<file path="config.mk">
export PLATFORM = sky130hd
export DESIGN_NAME = cdc_rx_capture
export DESIGN_NICKNAME = d
export VERILOG_FILES = /design/src/rtl/cdc_rx_pkg.sv /design/src/rtl/cdc_rx_fifo.sv /design/src/rtl/cdc_rx_capture.sv
export SDC_FILE = /design/constraint.sdc
export NUM_CORES = 1
export LEC_CHECK = 0
export ABC_AREA = 1
export CAP_MARGIN = 0
export CORE_AREA = 2 2 122 124
export CTS_CLUSTER_DIAMETER = 120
export DETAILED_ROUTE_END_ITERATION = 8
export DIE_AREA = 0 0 124 126
export GPL_TIMING_DRIVEN = 0
export HOLD_SLACK_MARGIN = 0.05
export PLACE_DENSITY = 0.79
export SETUP_SLACK_MARGIN = 0.4
export SLEW_MARGIN = 30
export SYNTH_ARGS = -nofsm -noshare
export SYNTH_HDL_FRONTEND = slang
export SYNTH_SLANG_ARGS = --single-unit
</file>
<file path="constraint.sdc">
create_clock -name clk -period 3.1 [get_ports clk]
set_clock_uncertainty 0.15 [all_clocks]
set_input_delay 0.775 -clock clk [delete_from_list [all_inputs] [get_ports clk]]
set_output_delay 0.775 -clock clk [all_outputs]
set_load 0.01 [all_outputs]
</file>
<file path="src/rtl/cdc_rx_pkg.sv">
// Shared types and elaboration helpers for the multi-channel CDC receive block.
package cdc_rx_pkg;

  typedef enum logic {
    CDC_LEVEL  = 1'b0,
    CDC_TOGGLE = 1'b1
  } cdc_mode_e;

  // Channel index width; a single channel still needs a 1-bit tag.
  function automatic int unsigned chan_idx_w(input int unsigned channels);
    return (channels > 1) ? $clog2(channels) : 1;
  endfunction

  function automatic bit is_pow2(input int unsigned value);
    return (value >= 2) && ((value & (value - 1)) == 0);
  endfunction

endpackage

</file>
<file path="src/rtl/cdc_rx_fifo.sv">
// Per-channel first-word-fall-through FIFO; pointer MSB distinguishes full from empty.
module cdc_rx_fifo
  import cdc_rx_pkg::*;
#(
  parameter int unsigned WIDTH = 8,
  parameter int unsigned DEPTH = 4
) (
  input  logic             clk,
  input  logic             rst,
  input  logic             push_i,
  input  logic             pop_i,
  input  logic [WIDTH-1:0] wr_data_i,
  output logic             full_o,
  output logic             empty_o,
  output logic [WIDTH-1:0] rd_data_o
);

  localparam int unsigned AW = $clog2(DEPTH) + 1;

  if (!is_pow2(DEPTH)) begin : gen_depth_check
    $error("cdc_rx_fifo: DEPTH must be a power of two >= 2");
  end

  logic [AW-1:0]    wr_ptr_q, wr_ptr_d;
  logic [AW-1:0]    rd_ptr_q, rd_ptr_d;
  logic [WIDTH-1:0] mem_q [DEPTH];

  assign empty_o   = (wr_ptr_q == rd_ptr_q);
  assign full_o    = (wr_ptr_q[AW-1] != rd_ptr_q[AW-1]) &&
                     (wr_ptr_q[AW-2:0] == rd_ptr_q[AW-2:0]);
  assign rd_data_o = mem_q[rd_ptr_q[AW-2:0]];

  always_comb begin
    wr_ptr_d = wr_ptr_q;
    rd_ptr_d = rd_ptr_q;
    if (push_i) wr_ptr_d = wr_ptr_q + AW'(1);
    if (pop_i)  rd_ptr_d = rd_ptr_q + AW'(1);
  end

  always_ff @(posedge clk or negedge rst) begin
    if (!rst) begin
      wr_ptr_q <= '0;
      rd_ptr_q <= '0;
    end else begin
      wr_ptr_q <= wr_ptr_d;
      rd_ptr_q <= rd_ptr_d;
    end
  end

  // Storage is not reset; the pointers alone define what is valid.
  always_ff @(posedge clk) begin
    if (push_i) mem_q[wr_ptr_q[AW-2:0]] <= wr_data_i;
  end

endmodule

</file>
<file path="src/rtl/cdc_rx_capture.sv">
// Multi-channel CDC receiver: flag synchronisers, edge capture into per-channel FIFOs,
// round-robin merge into a single tagged valid/ready stream with sticky overflow flags.
module cdc_rx_capture
  import cdc_rx_pkg::*;
#(
  parameter int unsigned WIDTH       = 8,
  parameter int unsigned CHANNELS    = 4,
  parameter int unsigned SYNC_STAGES = 2,
  parameter int unsigned DEPTH       = 4,
  parameter int unsigned TOGGLE_MODE = 0
) (
  input  logic                             clk,
  input  logic                             rst,
  input  logic [CHANNELS*WIDTH-1:0]        in_data,
  input  logic [CHANNELS-1:0]              in_new,
  output logic                             out_valid,
  input  logic                             out_ready,
  output logic [WIDTH-1:0]                 out_data,
  output logic [chan_idx_w(CHANNELS)-1:0]  out_chan,
  output logic [CHANNELS-1:0]              ovf,
  input  logic [CHANNELS-1:0]              ovf_clr
);

  localparam int unsigned CW = chan_idx_w(CHANNELS);
  localparam cdc_mode_e   Mode = (TOGGLE_MODE != 0) ? CDC_TOGGLE : CDC_LEVEL;

  logic [CHANNELS-1:0] sync_q [SYNC_STAGES];
  logic [CHANNELS-1:0] hist_q;
  logic [CHANNELS-1:0] sync_last, capture;
  logic [CHANNELS-1:0] fifo_full, fifo_empty, fifo_push, fifo_pop, drop;
  logic [CHANNELS-1:0] ovf_q, ovf_d;
  logic [WIDTH-1:0]    fifo_rd [CHANNELS];

  logic                grant_found, load;
  logic [CW-1:0]       grant_idx, ptr_q, ptr_d;
  logic                out_valid_q, out_valid_d;
  logic [WIDTH-1:0]    out_data_q, out_data_d;
  logic [CW-1:0]       out_chan_q, out_chan_d;

  always_ff @(posedge clk or negedge rst) begin
    if (!rst) begin
      for (int s = 0; s < SYNC_STAGES; s++) sync_q[s] <= '0;
      hist_q <= '0;
    end else begin
      sync_q[0] <= in_new;
      for (int s = 1; s < SYNC_STAGES; s++) sync_q[s] <= sync_q[s-1];
      hist_q <= sync_q[SYNC_STAGES-1];
    end
  end

  assign sync_last = sync_q[SYNC_STAGES-1];
  assign capture   = (Mode == CDC_TOGGLE) ? (sync_last ^ hist_q) : (sync_last & ~hist_q);

  for (genvar c = 0; c < CHANNELS; c++) begin : gen_chan
    // A full FIFO still accepts a word when it is being popped the same cycle.
    assign fifo_push[c] = capture[c] & (~fifo_full[c] | fifo_pop[c]);
    assign drop[c]      = capture[c] & fifo_full[c] & ~fifo_pop[c];
    assign fifo_pop[c]  = load & (grant_idx == CW'(c));

    cdc_rx_fifo #(
      .WIDTH (WIDTH),
      .DEPTH (DEPTH)
    ) u_fifo (
      .clk       (clk),
      .rst       (rst),
      .push_i    (fifo_push[c]),
      .pop_i     (fifo_pop[c]),
      .wr_data_i (in_data[c*WIDTH +: WIDTH]),
      .full_o    (fifo_full[c]),
      .empty_o   (fifo_empty[c]),
      .rd_data_o (fifo_rd[c])
    );
  end

  // Round-robin search: first non-empty channel at or after the pointer.
  always_comb begin
    int unsigned sum;
    logic [CW-1:0] idx;
    grant_found = 1'b0;
    grant_idx   = '0;
    for (int unsigned i = 0; i < CHANNELS; i++) begin
      sum = 32'(ptr_q) + i;
      if (sum >= CHANNELS) sum = sum - CHANNELS;
      idx = CW'(sum);
      if (!grant_found && !fifo_empty[idx]) begin
        grant_found = 1'b1;
        grant_idx   = idx;
      end
    end
  end

  assign load = (!out_valid_q || out_ready) && grant_found;

  always_comb begin
    ptr_d       = ptr_q;
    out_valid_d = out_valid_q;
    out_data_d  = out_data_q;
    out_chan_d  = out_chan_q;
    if (load) begin
      out_valid_d = 1'b1;
      out_data_d  = fifo_rd[grant_idx];
      out_chan_d  = grant_idx;
      ptr_d       = (32'(grant_idx) == CHANNELS - 1) ? '0 : grant_idx + CW'(1);
    end else if (out_ready) begin
      out_valid_d = 1'b0;
    end
  end

  // Set wins over a same-cycle clear.
  assign ovf_d = (ovf_q & ~ovf_clr) | drop;

  always_ff @(posedge clk or negedge rst) begin
    if (!rst) begin
      ptr_q       <= '0;
      out_valid_q <= 1'b0;
      out_data_q  <= '0;
      out_chan_q  <= '0;
      ovf_q       <= '0;
    end else begin
      ptr_q       <= ptr_d;
      out_valid_q <= out_valid_d;
      out_data_q  <= out_data_d;
      out_chan_q  <= out_chan_d;
      ovf_q       <= ovf_d;
    end
  end

  assign out_valid = out_valid_q;
  assign out_data  = out_data_q;
  assign out_chan  = out_chan_q;
  assign ovf       = ovf_q;

endmodule
</file>
==> results.sh <==
export IMPL_postSynth_asyncResetShare_pct=29.3
export IMPL_n_antenna_cell=0
export IMPL_wl_mm=22.3
export IMPL_dp_cells=983
export IMPL_clk_latency_ns=0.44
export IMPL_area_growth_pct=33.4
export IMPL_fin_nets=977
export IMPL_grt_usage_pct=27.2
export IMPL_leakage_nw=4.46
export IMPL_tightest_slew_ns=0.670
export IMPL_cts_root_buf="clkbuf_16"
export IMPL_worst_r2r_setup_slack_ns=0.22
export IMPL_synth_compound_area_share_pct=7.12
export IMPL_switching_share_pct=42.4
export IMPL_grt_use_met2_pct=45.8
export IMPL_synthCells=741
export IMPL_synth_fp_nets=805
export IMPL_ys_types=37
export IMPL_clock_sinks=181
export IMPL_die_w_um=124
export IMPL_power_total_mw=12.4
export IMPL_p_switching_mw=5.27
export IMPL_max_freq_mhz=347
export IMPL_critical_path_cell_chain="buf_6, inv_8, nand2_1, nand2_2, nand4_1, nand3_2, nand2_4, nor2_8, nand3b_1, nand2_2, clkinv_4, nand3_4, buf_4, buf_4, inv_4, o21ai_0"
export IMPL_setup_viol=0
export IMPL_critPathBufInv=6
export IMPL_vdd_ir_drop_max_v=0.000634
export IMPL_p_comb_share_pct=55.8
export IMPL_grt_pass1_vias=6339
export IMPL_power_frac_seq_pct=27.4
export IMPL_stdcell_count=1110
export IMPL_synth_seq_area_share_pct=62.6
export IMPL_fill_cells=804
export IMPL_synthTopCellsByArea="edfxtp_1, dfrtp_1, nand2_1"
export IMPL_postSynthAreaPerCell_um2=11.1
export IMPL_clk_path_buf_depth=2
export IMPL_worstPathArrival_ns=3.03
export IMPL_top_usage_layer="met2"
export IMPL_period_needed_ns=2.88
export IMPL_grt_max_degree=49
export IMPL_synthXorXnorAreaFrac_pct=1.58
export IMPL_drc=0
export IMPL_use_met3_pct=6.43
export IMPL_drt_iter0_drc=880
export IMPL_crit_cells=16
export IMPL_hold_viol=0
export IMPL_powerDensity_nw_per_um2=1130
export IMPL_grtUsageMet1_pct=34.2
export IMPL_final_antenna_net_count=0
export IMPL_r2r_cells=16
export IMPL_via_per_inst=5.85
export IMPL_portBuffers=57
export IMPL_die_h_um=126
export IMPL_cap_viol_max_count=0
export IMPL_grt_overflow=0
export IMPL_die_area_um2=15600
export IMPL_placed_cell_area_um2=9090
export IMPL_num_vias=6497
export IMPL_synth_area_um2=8260
export IMPL_first_pass_iters=5
export IMPL_io_pins=58
export IMPL_worstSetupStartpointType="flop"
export IMPL_critPathMaxStageDelay_ns=0.41
export IMPL_critPathMaxFanout=7
export IMPL_synthAdderAreaFrac_pct=3.18
export IMPL_status="complete, no violations"
export IMPL_synth_top_family_by_area="simple AND/OR/NAND/NOR gates"
export IMPL_report_final_slew_viol_count=0
export IMPL_dp_hpwl_mm=12.2
export IMPL_grt_pass1_wl_mm=31.9
export IMPL_p_int_mw=7.15
export IMPL_layout_drive_gt1_share_pct=27.4
export IMPL_core_rowCount=44
export IMPL_final_area_um2=11000
export IMPL_synth_largest_area_cell="edfxtp_1"
export IMPL_p_clk_share_pct=16.9
export IMPL_yosysMostFrequentCell="nand2_1"
export IMPL_cp_end_kind="flop"
export IMPL_cts_htree_levels=4
export IMPL_place_gp_congestion=0.837
export IMPL_synth_top_cell_area_share_pct=46.5
export IMPL_antenna_found_initial=0
export IMPL_tns_ns=0
export IMPL_cts_buffers=17
export IMPL_rsz0062_at_grt="true"
export IMPL_synth_simple_area_share_pct=20.2
export IMPL_cp_slowest_cell="dfrtp_1"
export IMPL_slew_headroom_pct=55.2
export IMPL_cp_top_family="simple AND/OR/NAND/NOR gates"
export IMPL_period_share_pct=92.9
export IMPL_yosys_top_cells_count="nand2_1, edfxtp_1, nor2_1"
export IMPL_yosysWarnings=0
export IMPL_worstSetupPathType="flop to flop"
export IMPL_critPathRequiredTime_ns=3.25
export IMPL_wire_per_inst_um=20.1
export IMPL_coreArea_um2=14300
export IMPL_initial_core_util_pct=57.7
export IMPL_fin_util_pct=76.9
export IMPL_whs_path_depth=0
export IMPL_ys_flop_type="edfxtp_1"
export IMPL_muxShareOfSynthArea_pct=0
export IMPL_clk_pin_slew_ns=0.07
export IMPL_min_path_type="flop to flop"
export IMPL_synth_edf_count=128
export IMPL_ys_seq_elements=181
export IMPL_cts_tree="done"
[layout by cell type (no fill, tap or decap), types with 16 or more instances in the layout]
cell,count
inv_1,43
buf_4,77
o22ai_1,18
edfxtp_1,128
nand2_1,154
nor2_1,47
nand3_1,38
clkdlybuf4s50_1,56
o21ai_0,40
ha_1,20
clkbuf_16,18
dfrtp_1,48
nand2_2,24
a21oi_1,17
a32o_1,16
nand3b_1,17
nand2_4,23
nor2_4,16
[through the flow]
stage               hold WS (ns)  worst slack, ns
floorplan                  0.181            0.342
global placement           0.182           -0.596
detailed placement         0.186           -0.227
CTS                        0.202            0.274
global route               0.210            0.114
finish                     0.199            0.220
[kinds of logic after synthesis]
logic type,Yosys count
compound gates,95
xor+xnor,11
fa+ha+maj,21
buf+inv,89
flops,181
simple gates,344
[layout make-up]
type	instances	area (µm²)	share of cell area [%]
sequential	181	5180	47.0
multi-input combinational	471	3010	27.3
timing repair buffer	153	1520	13.8
clock buffer	17	425	3.86
inverter	64	315	2.86
tap	184	230	2.09
buffer	25	191	1.74
clock inverter	15	141	1.28
[what timing repair did]
action,4_1_cts,5_1_grt
hold buffers,1,0
setup buffers,59,34
resized for setup,70,49
cloned,0,1
pin swaps,40,48
setup endpoints to repair,131,152
endpoints found under the hold margin,5,0
[power by group through the flow]
stage               Clock [mW]  Combinational (mW)  Sequential (mW)
floorplan                    0                3.46             3.35
global placement             0                4.51             3.38
detailed placement           0                4.70             3.40
CTS                       2.11                5.82             3.37
global route              2.22                7.38             3.44
finish                    2.10                6.93             3.40
[layer usage]
layer	wire, µm	share of wire, %
met1	8420	38
met2	11200	50
met3	1900	8.5
met4	746	3.3
met5	0	0
[flip-flops by register name, indices dropped and copies added, names as in the netlist]
signal	cells
ptr_q	2
gen_chan.u_fifo.mem_q	128
out_data	8
out_chan	2
gen_chan.u_fifo.rd_ptr_q	12
hist_q	4
gen_chan.u_fifo.wr_ptr_q	12
ovf	4
sync_q	4
sync_last	4
out_valid	1
[path summary, 6_finish.rpt]
kind,start,end
worst max-delay path,gen_chan[3].u_fifo.rd_ptr_q[0],gen_chan[2].u_fifo.rd_ptr_q[1]
worst min-delay path,sync_q[4],sync_last[0]
worst max register to register,gen_chan[3].u_fifo.rd_ptr_q[0],gen_chan[2].u_fifo.rd_ptr_q[1]
worst min register to register,sync_q[4],sync_last[0]
max in group asynchronous,rst,gen_chan[0].u_fifo.wr_ptr_q[1]
min in group asynchronous,rst,ovf[2]
No activity file was read; power rests on OpenSTA's default activity.
